===== config.mk =====
export PLATFORM = sky130hd
export DESIGN_NAME = muldiv_unit
export DESIGN_NICKNAME = d
export VERILOG_FILES = /design/src/rtl/muldiv_unit.sv
export SDC_FILE = /design/constraint.sdc
export NUM_CORES = 1
export LEC_CHECK = 0
export CAP_MARGIN = 30
export CORE_MARGIN = 8
export CORE_UTILIZATION = 30
export DETAILED_ROUTE_END_ITERATION = 7
export SLEW_MARGIN = 20
export SYNTH_ARGS = -nofsm -noshare
export SYNTH_HDL_FRONTEND = slang
export SYNTH_SLANG_ARGS = --single-unit

===== constraint.sdc =====
create_clock -name clk -period 5.3 [get_ports clk]
set_input_delay 1.325 -clock clk [delete_from_list [all_inputs] [get_ports clk]]
set_output_delay 1.325 -clock clk [all_outputs]
set_load 0.02 [all_outputs]

===== src/rtl/muldiv_unit.sv =====
// muldiv_unit: iterative multiply/divide unit that owns the HI/LO registers.
//
// Ports:
//   clk      - single clock, all state changes on the rising edge
//   reset    - synchronous, active-high
//   start    - begin an operation (sampled only in IDLE)
//   op       - 00 multu, 01 mult, 10 divu, 11 div
//   a, b     - multiplicand/dividend and multiplier/divisor
//   mthi     - write a into HI (IDLE only, lower priority than start)
//   mtlo     - write a into LO (IDLE only, lower priority than start)
//   busy     - operation in progress, core stalls while high
//   done     - one-cycle pulse when HI/LO hold the new result
//   divzero  - last completed divide had a zero divisor (cleared by start)
//   hi, lo   - architectural HI/LO registers
//
// A signed operation is run on operand magnitudes and the sign is fixed up
// in the FIX state, so HI/LO only ever show the final result.
module muldiv_unit #(
    parameter int WIDTH = 32
) (
    input  logic             clk,
    input  logic             reset,
    input  logic             start,
    input  logic [1:0]       op,
    input  logic [WIDTH-1:0] a,
    input  logic [WIDTH-1:0] b,
    input  logic             mthi,
    input  logic             mtlo,
    output logic             busy,
    output logic             done,
    output logic             divzero,
    output logic [WIDTH-1:0] hi,
    output logic [WIDTH-1:0] lo
);

    localparam int CNT_W = $clog2(WIDTH);

    typedef enum logic [1:0] {
        IDLE = 2'd0,
        CALC = 2'd1,
        FIX  = 2'd2
    } state_t;

    state_t state, state_next;

    logic [CNT_W-1:0]   count;
    logic               is_div;
    logic               neg_res;
    logic               neg_rem;
    logic               b_zero;
    logic [WIDTH-1:0]   a_raw;
    logic [WIDTH-1:0]   opnd;
    logic [2*WIDTH-1:0] acc;

    logic               sign_a;
    logic               sign_b;
    logic [WIDTH-1:0]   mag_a;
    logic [WIDTH-1:0]   mag_b;
    logic [WIDTH:0]     mul_sum;
    logic [2*WIDTH-1:0] mul_next;
    logic [WIDTH:0]     rem_sh;
    logic [WIDTH:0]     diff;
    logic               q_bit;
    logic [WIDTH-1:0]   rem_new;
    logic [2*WIDTH-1:0] div_next;

    function automatic logic [WIDTH-1:0] neg_word(input logic [WIDTH-1:0] v,
                                                  input logic n);
        return n ? -v : v;
    endfunction

    function automatic logic [2*WIDTH-1:0] neg_wide(input logic [2*WIDTH-1:0] v,
                                                    input logic n);
        return n ? -v : v;
    endfunction

    // Operand magnitudes; op[0] marks the signed variants.
    assign sign_a = op[0] & a[WIDTH-1];
    assign sign_b = op[0] & b[WIDTH-1];
    assign mag_a  = neg_word(a, sign_a);
    assign mag_b  = neg_word(b, sign_b);

    // Shift-add step: multiplier sits in the low half and is consumed LSB first
    // while the partial product grows in from the top.
    assign mul_sum  = {1'b0, acc[2*WIDTH-1:WIDTH]} + (acc[0] ? {1'b0, opnd} : '0);
    assign mul_next = {mul_sum, acc[WIDTH-1:1]};

    // Restoring divide step: remainder in the high half, dividend bits shift
    // out of the low half while quotient bits shift in.
    assign rem_sh   = {acc[2*WIDTH-1:WIDTH], acc[WIDTH-1]};
    assign diff     = rem_sh - {1'b0, opnd};
    assign q_bit    = ~diff[WIDTH];
    assign rem_new  = q_bit ? diff[WIDTH-1:0] : rem_sh[WIDTH-1:0];
    assign div_next = {rem_new, acc[WIDTH-2:0], q_bit};

    always_ff @(posedge clk) begin
        if (reset) begin
            state <= IDLE;
        end else begin
            state <= state_next;
        end
    end

    always_comb begin
        state_next = state;
        case (state)
            IDLE:    if (start) state_next = CALC;
            CALC:    if (count == CNT_W'(WIDTH - 1)) state_next = FIX;
            FIX:     state_next = IDLE;
            default: state_next = IDLE;
        endcase
    end

    // Control and architectural registers.
    always_ff @(posedge clk) begin
        if (reset) begin
            busy    <= 1'b0;
            done    <= 1'b0;
            divzero <= 1'b0;
            hi      <= '0;
            lo      <= '0;
            count   <= '0;
        end else begin
            done <= 1'b0;
            case (state)
                IDLE: begin
                    if (start) begin
                        busy    <= 1'b1;
                        divzero <= 1'b0;
                        count   <= '0;
                    end else begin
                        if (mthi) hi <= a;
                        if (mtlo) lo <= a;
                    end
                end
                CALC: count <= count + CNT_W'(1);
                FIX: begin
                    busy <= 1'b0;
                    done <= 1'b1;
                    if (is_div && b_zero) begin
                        divzero <= 1'b1;
                        hi      <= a_raw;
                        lo      <= '1;
                    end else if (is_div) begin
                        hi <= neg_word(acc[2*WIDTH-1:WIDTH], neg_rem);
                        lo <= neg_word(acc[WIDTH-1:0], neg_res);
                    end else begin
                        {hi, lo} <= neg_wide(acc, neg_res);
                    end
                end
                default: ;
            endcase
        end
    end

    // Datapath registers; they are always loaded at start before use.
    always_ff @(posedge clk) begin
        case (state)
            IDLE: begin
                if (start) begin
                    is_div  <= op[1];
                    neg_res <= sign_a ^ sign_b;
                    neg_rem <= sign_a;
                    b_zero  <= (b == '0);
                    a_raw   <= a;
                    opnd    <= op[1] ? mag_b : mag_a;
                    acc     <= {{WIDTH{1'b0}}, (op[1] ? mag_a : mag_b)};
                end
            end
            CALC:    acc <= is_div ? div_next : mul_next;
            default: ;
        endcase
    end

endmodule


==> Word level (Yosys, flattened, before mapping) <==
Cells that the tools add are included.
{ "op_classes": {"n_eq_ne": 9, "n_reduce_logical": 12, "bitwise_logic": 4, "add_sub_neg": 8, "muxes": 33} }
{ "ops": {"columns": ["op", "n"], "rows": [
  ["2-to-1 mux 32 bit", 16],
  ["2-to-1 mux 64 bit", 3],
  ["negator 32 bit", 4],
  ["case mux 32 bit (2 select lines)", 2],
  ["case mux 64 bit (2 select lines)", 1],
  ["negator 64 bit", 1],
  ["adder 32 x 32 -> 33 bit", 1],
  ["subtractor 33 x 32 -> 33 bit", 1],
  ["zero test 32 bit", 1],
  ["inequality test 2 bit (second input constant)", 6],
  ["case mux 5 bit (2 select lines)", 1],
  ["AND reduction 3 bit", 3],
  ["AND reduction 2 bit", 4],
  ["adder 5 x 1 -> 5 bit (second input constant)", 1],
  ["equality test 5 bit (second input constant)", 1],
  ["2-to-1 mux 5 bit", 1],
  ["2-to-1 mux 1 bit", 4],
  ["2-to-1 mux 2 bit", 2],
  ["case mux 1 bit (2 select lines)", 2],
  ["case mux 2 bit (2 select lines)", 1],
  ["nonzero test 2 bit", 2],
  ["AND 1 bit", 2],
  ["equality test 2 x 1 -> 1 bit (second input constant)", 1],
  ["equality test 2 bit (second input constant)", 1],
  ["4 further kinds", 4]
]} }
{ "totals": {"output_inout_bits": 67, "ff_bits": 206} }

==> Depth between registers and ports, before layout <==
{ "logic_depth": {"depth_word": 5, "ltp_mapped": 14, "mapped_depth_nobuf": 12} }

==> Worst setup path before layout <==
No wires, ideal clock.
{ "synth_timing": {"kind": "input to register", "startpoint": "in start", "endpoint": "reg acc[0], enable pin", "path_slack_ns": 0.271, "setup_ns": 0.419, "path_stages": 5, "path_buffers": 0, "t_arrival_ns": 4.610, "cell_sequence": "inv_1 -> or3_1 -> inv_1 -> nor2_1 -> inv_1"} }
{ "synth_via": {"elab_chain_len": 2} }
{ "synth_rtl": {"columns": ["element", "line", "source"], "rows": [
  ["start, declared", "23", "input logic start,"],
  ["inequality test 2 bit (no source line)", null, null],
  ["AND reduction 2 bit (no source line)", null, null],
  ["end signal, assigned", "167", "acc <= {{WIDTH{1'b0}}, (op[1] ? mag_a : mag_b)};"],
  ["end signal, assigned", "170", "CALC: acc <= is_div ? div_next : mul_next;"],
  ["end, declared", "53", "logic [2*WIDTH-1:0] acc;"]
]} }
Every way passes these cells.
A chain may end at the register's enable or synchronous reset.

==> Worst setup path after layout <==
{ "layout_timing": {"startpoint": "reg acc[31]", "endpoint": "reg acc[62], data pin"} }
{ "layout_via": {"elab_chain_len": 4} }
{ "layout_rtl": {"columns": ["element", "line", "source"], "rows": [
  ["subtractor 33 x 32 -> 33 bit", "91", "assign diff = rem_sh - {1'b0, opnd};"],
  ["2-to-1 mux 32 bit", "93", "assign rem_new = q_bit ? diff[WIDTH-1:0] : rem_sh[WIDTH-1:0];"],
  ["2-to-1 mux 64 bit", "170", null],
  ["case mux 64 bit (2 select lines)", "158", "case (state)"]
]} }
Every way passes these cells.

==> metrics.md <==
| Metric | Value |
|---|---|
| Minimum clock period after layout | `4330 ps` |
| Outcome | `finished, final reports clean` |
| Critical Path Source Type | `flop` |
| FF+latch area | `5450 um^2` |
| CP Class | `reg2reg` |
| Die ar. | `59400 um^2` |
| Flop2flop setup slack | `970 ps` |
| Setup Fix Bufs, Post-CTS | `0` |
| Vias/cell | `5.68` |
| Most common cell in the netlist | `nor2_1` |
| Internal power | `0.00378 W` |
| Avg Cell Area, Syn | `8.46 um^2` |
| Hold_sp | `hi[24]` |
| Vias in the first global route | `14745` |
| Routed Antenna Nets | `0` |
| NetSw | `0.00216 W` |
| Placed insts | `2609` |
| Effective utilization at floorplan | `30.3%` |
| Clk slew on worst S/H paths | `60 ps` |
| Yosys warning count | `0` |
| Yosys top cell area share | `25.5%` |
| Die Ht | `244 um` |
| Hold crit path type | `reg2reg` |
| Peak supply drop | `0.261 mV` |
| WP data arrival | `4650 ps` |
| Gpl congestion | `0.952` |
| Die W | `244 um` |
| Routed len/inst | `23.0 um` |
| Setup TNS | `0 ps` |
| Reg2reg end | `acc[62]` |
| Remaining DRCs | `0` |
| DRT Pass-1 Iters | `5` |
| Sw Ratio | `36.3%` |
| Clock power share | `31.1%` |
| CTS tree | `built` |
| Core Region | `51300 um^2` |
| Synth Flop Type | `edfxtp_1` |
| Max Root-Sink Buffers | `3` |
| Share of layout cells above drive strength 1 | `5.92%` |
| R2R depth | `14` |
| Synth area leader | `edfxtp_1` |
| Worst Hold End | `hi[24]` |
| CP Capture Type | `flop` |
| Cell variety after synth | `78` |
| Fin area | `18700 um^2` |
| # fillers | `5314` |
| CTS Buf Count | `26` |
| Final clock skew | `24.6 ps` |
| IO buf count | `137` |
| Reg power frac | `35.7%` |
| Routed wire length | `61.1 mm` |
| # clock sinks | `206` |
| Nets | `2101` |
| Multi-input gate area | `9540 um^2` |
| Tcrit/Tclk final | `81.8%` |
| Clock latency on the worst-skew pair | `570 ps` |
| H-tree depth | `1` |
| Top post-synthesis cells by area | `edfxtp_1 25%, dfxtp_1 9.5%, ha_1 5.6%` |
| Antenna violations before repair | `2` |
| Relative slew slack | `39.5%` |
| Clock Tree Root | `clkbuf_16` |
| Final hold slack | `457 ps` |
| First-pass GRT wire length | `91.3 mm` |
| Vias | `15114` |
| Max-cap violation count | `0` |
| Origin of the critical flop-to-flop path | `acc[31]` |
| RSZ-0062 raised after global routing | `no` |
| Mapped Area | `15500 um^2` |
| Area Overhead vs Synth | `20.2%` |
| Overall Power | `0.00595 W` |
| CP max FO | `29` |
| Fmax | `0.231 GHz` |
| Cell Rows | `83` |
| Worst-margin pin slew | `907 ps` |
| Cells after Synth | `1838` |
| Register area share after synthesis | `35.0%` |
| Number of cells upsized or downsized after cts | `0` |
| Leakage | `7.11 nW` |
| 1st-iter DRT viols | `1440` |
| CTS Hold Buffers Added | `0` |
| Post-DP HPWL | `47.4 mm` |
| Grt ovf | `0` |
| I/O Pins | `138` |
| Data required, critical path | `5620 ps` |
| Async SR Flop Fraction | `0%` |
| All-Layer GR Usage | `19.6%` |
| Final Hold Fails | `0` |
| Placed inst area | `17800 um^2` |
| Final setup violation count | `0` |
| Max Slew Vio Count | `0` |
| Synth cell count leaders | `233 x nor2_1, 174 x a21oi_1, 158 x nand2_1` |
| Post-route insts no fill | `2659` |
| Largest net degree at the start of global routing | `67` |
| Number of synthesized flops with an enable pin | `132` |
| Syn nets | `1981` |
| Seq cells post-synth | `206` |
| Comb pwr share | `33.2%` |
| Hold Path Depth | `2` |
| Pwr Density | `318 nW/um^2` |
-- power by group through the flow --
stage | combinational [W] | clock [W] | sequential [W]
finish | 0.00198 | 0.00185 | 0.00212
global route | 0.00215 | 0.00193 | 0.00214
CTS | 0.00194 | 0.00187 | 0.00212
detailed placement | 0.00193 | 0 | 0.00215
global placement | 0.00192 | 0 | 0.00215
floorplan | 0.00130 | 0 | 0.00208
-- logic make-up after synthesis --
group	synth area share (%)
fa+ha+maj	5.89
mux	5.58
compound gates	22.4
buf+inv	3.84
flops	35.0
simple gates	17.7
xor+xnor	9.52
-- state kept, by name (all words and copies together), names as in the netlist --
signal,count
is_div,1
a_raw,32
state,2
neg_rem,1
done,1
opnd,32
acc,64
hi,32
neg_res,1
busy,1
lo,32
divzero,1
b_zero,1
count,5
-- placed cells by master, fill, tap and decap left out, types with 70 or more instances in the layout --
| cell type | n |
|---|---|
| mux2i_1 | 81 |
| a21oi_1 | 173 |
| xnor2_1 | 97 |
| nor2_1 | 230 |
| edfxtp_1 | 132 |
| ha_1 | 70 |
| clkdlybuf4s50_1 | 135 |
| dfxtp_1 | 74 |
| xor2_1 | 72 |
| nand2_1 | 158 |
| o21ai_0 | 111 |
-- critical path, stage by stage (launching register included) --
cell	delay (ps)
edfxtp_1	480
inv_1	200
ha_1	260
fa_1	410
nand2b_1	190
a21oi_1	290
o21ai_0	230
a211oi_1	460
o31ai_1	110
buf_4	190
a31o_2	300
nor2_4	140
buf_12	240
nor2_1	150
a221o_1	410
-- routing by layer --
metal | global-route usage (%) | wire (um) | up-vias
met5 | 0 | 0 | -
met4 | 10.3 | 3210 | 0
met3 | 3.89 | 4330 | 152
met2 | 32.1 | 28700 | 593
met1 | 24.1 | 24900 | 7330
li1 | - | - | 7039
-- final cells by class --
| type | instances | share of cell area, % |
|---|---|---|
| clock buffer | 33 | 3.78 |
| antenna | 2 | 0.0268 |
| clock inverter | 14 | 0.891 |
| sequential | 206 | 29.1 |
| multi-input combinational | 1477 | 51.0 |
| timing repair buffer | 180 | 9.21 |
| tap | 680 | 4.55 |
| inverter | 67 | 1.35 |
-- metrics by stage --
stage,util (%),setup WS (ps)
finish,36.4,965
global route,36.4,746
CTS,36.4,1010
detailed placement,34.7,726
global placement,34.6,711
floorplan,-,271
-- worst max path at each step --
stage | start | endpoint | slack [ps] | depth (start not counted)
final | acc[31] | acc[62] | 970 | 14
after global routing | acc[0] | acc[62] | 750 | 14
after CTS | acc[31] | acc[62] | 1010 | 14
after detailed placement | a[11] | acc[28] | 730 | 11
after global placement | a[11] | acc[28] | 710 | 11
after floorplan | start | acc[0] | 270 | 5
Note: power is estimated with default switching activity, not from simulation.
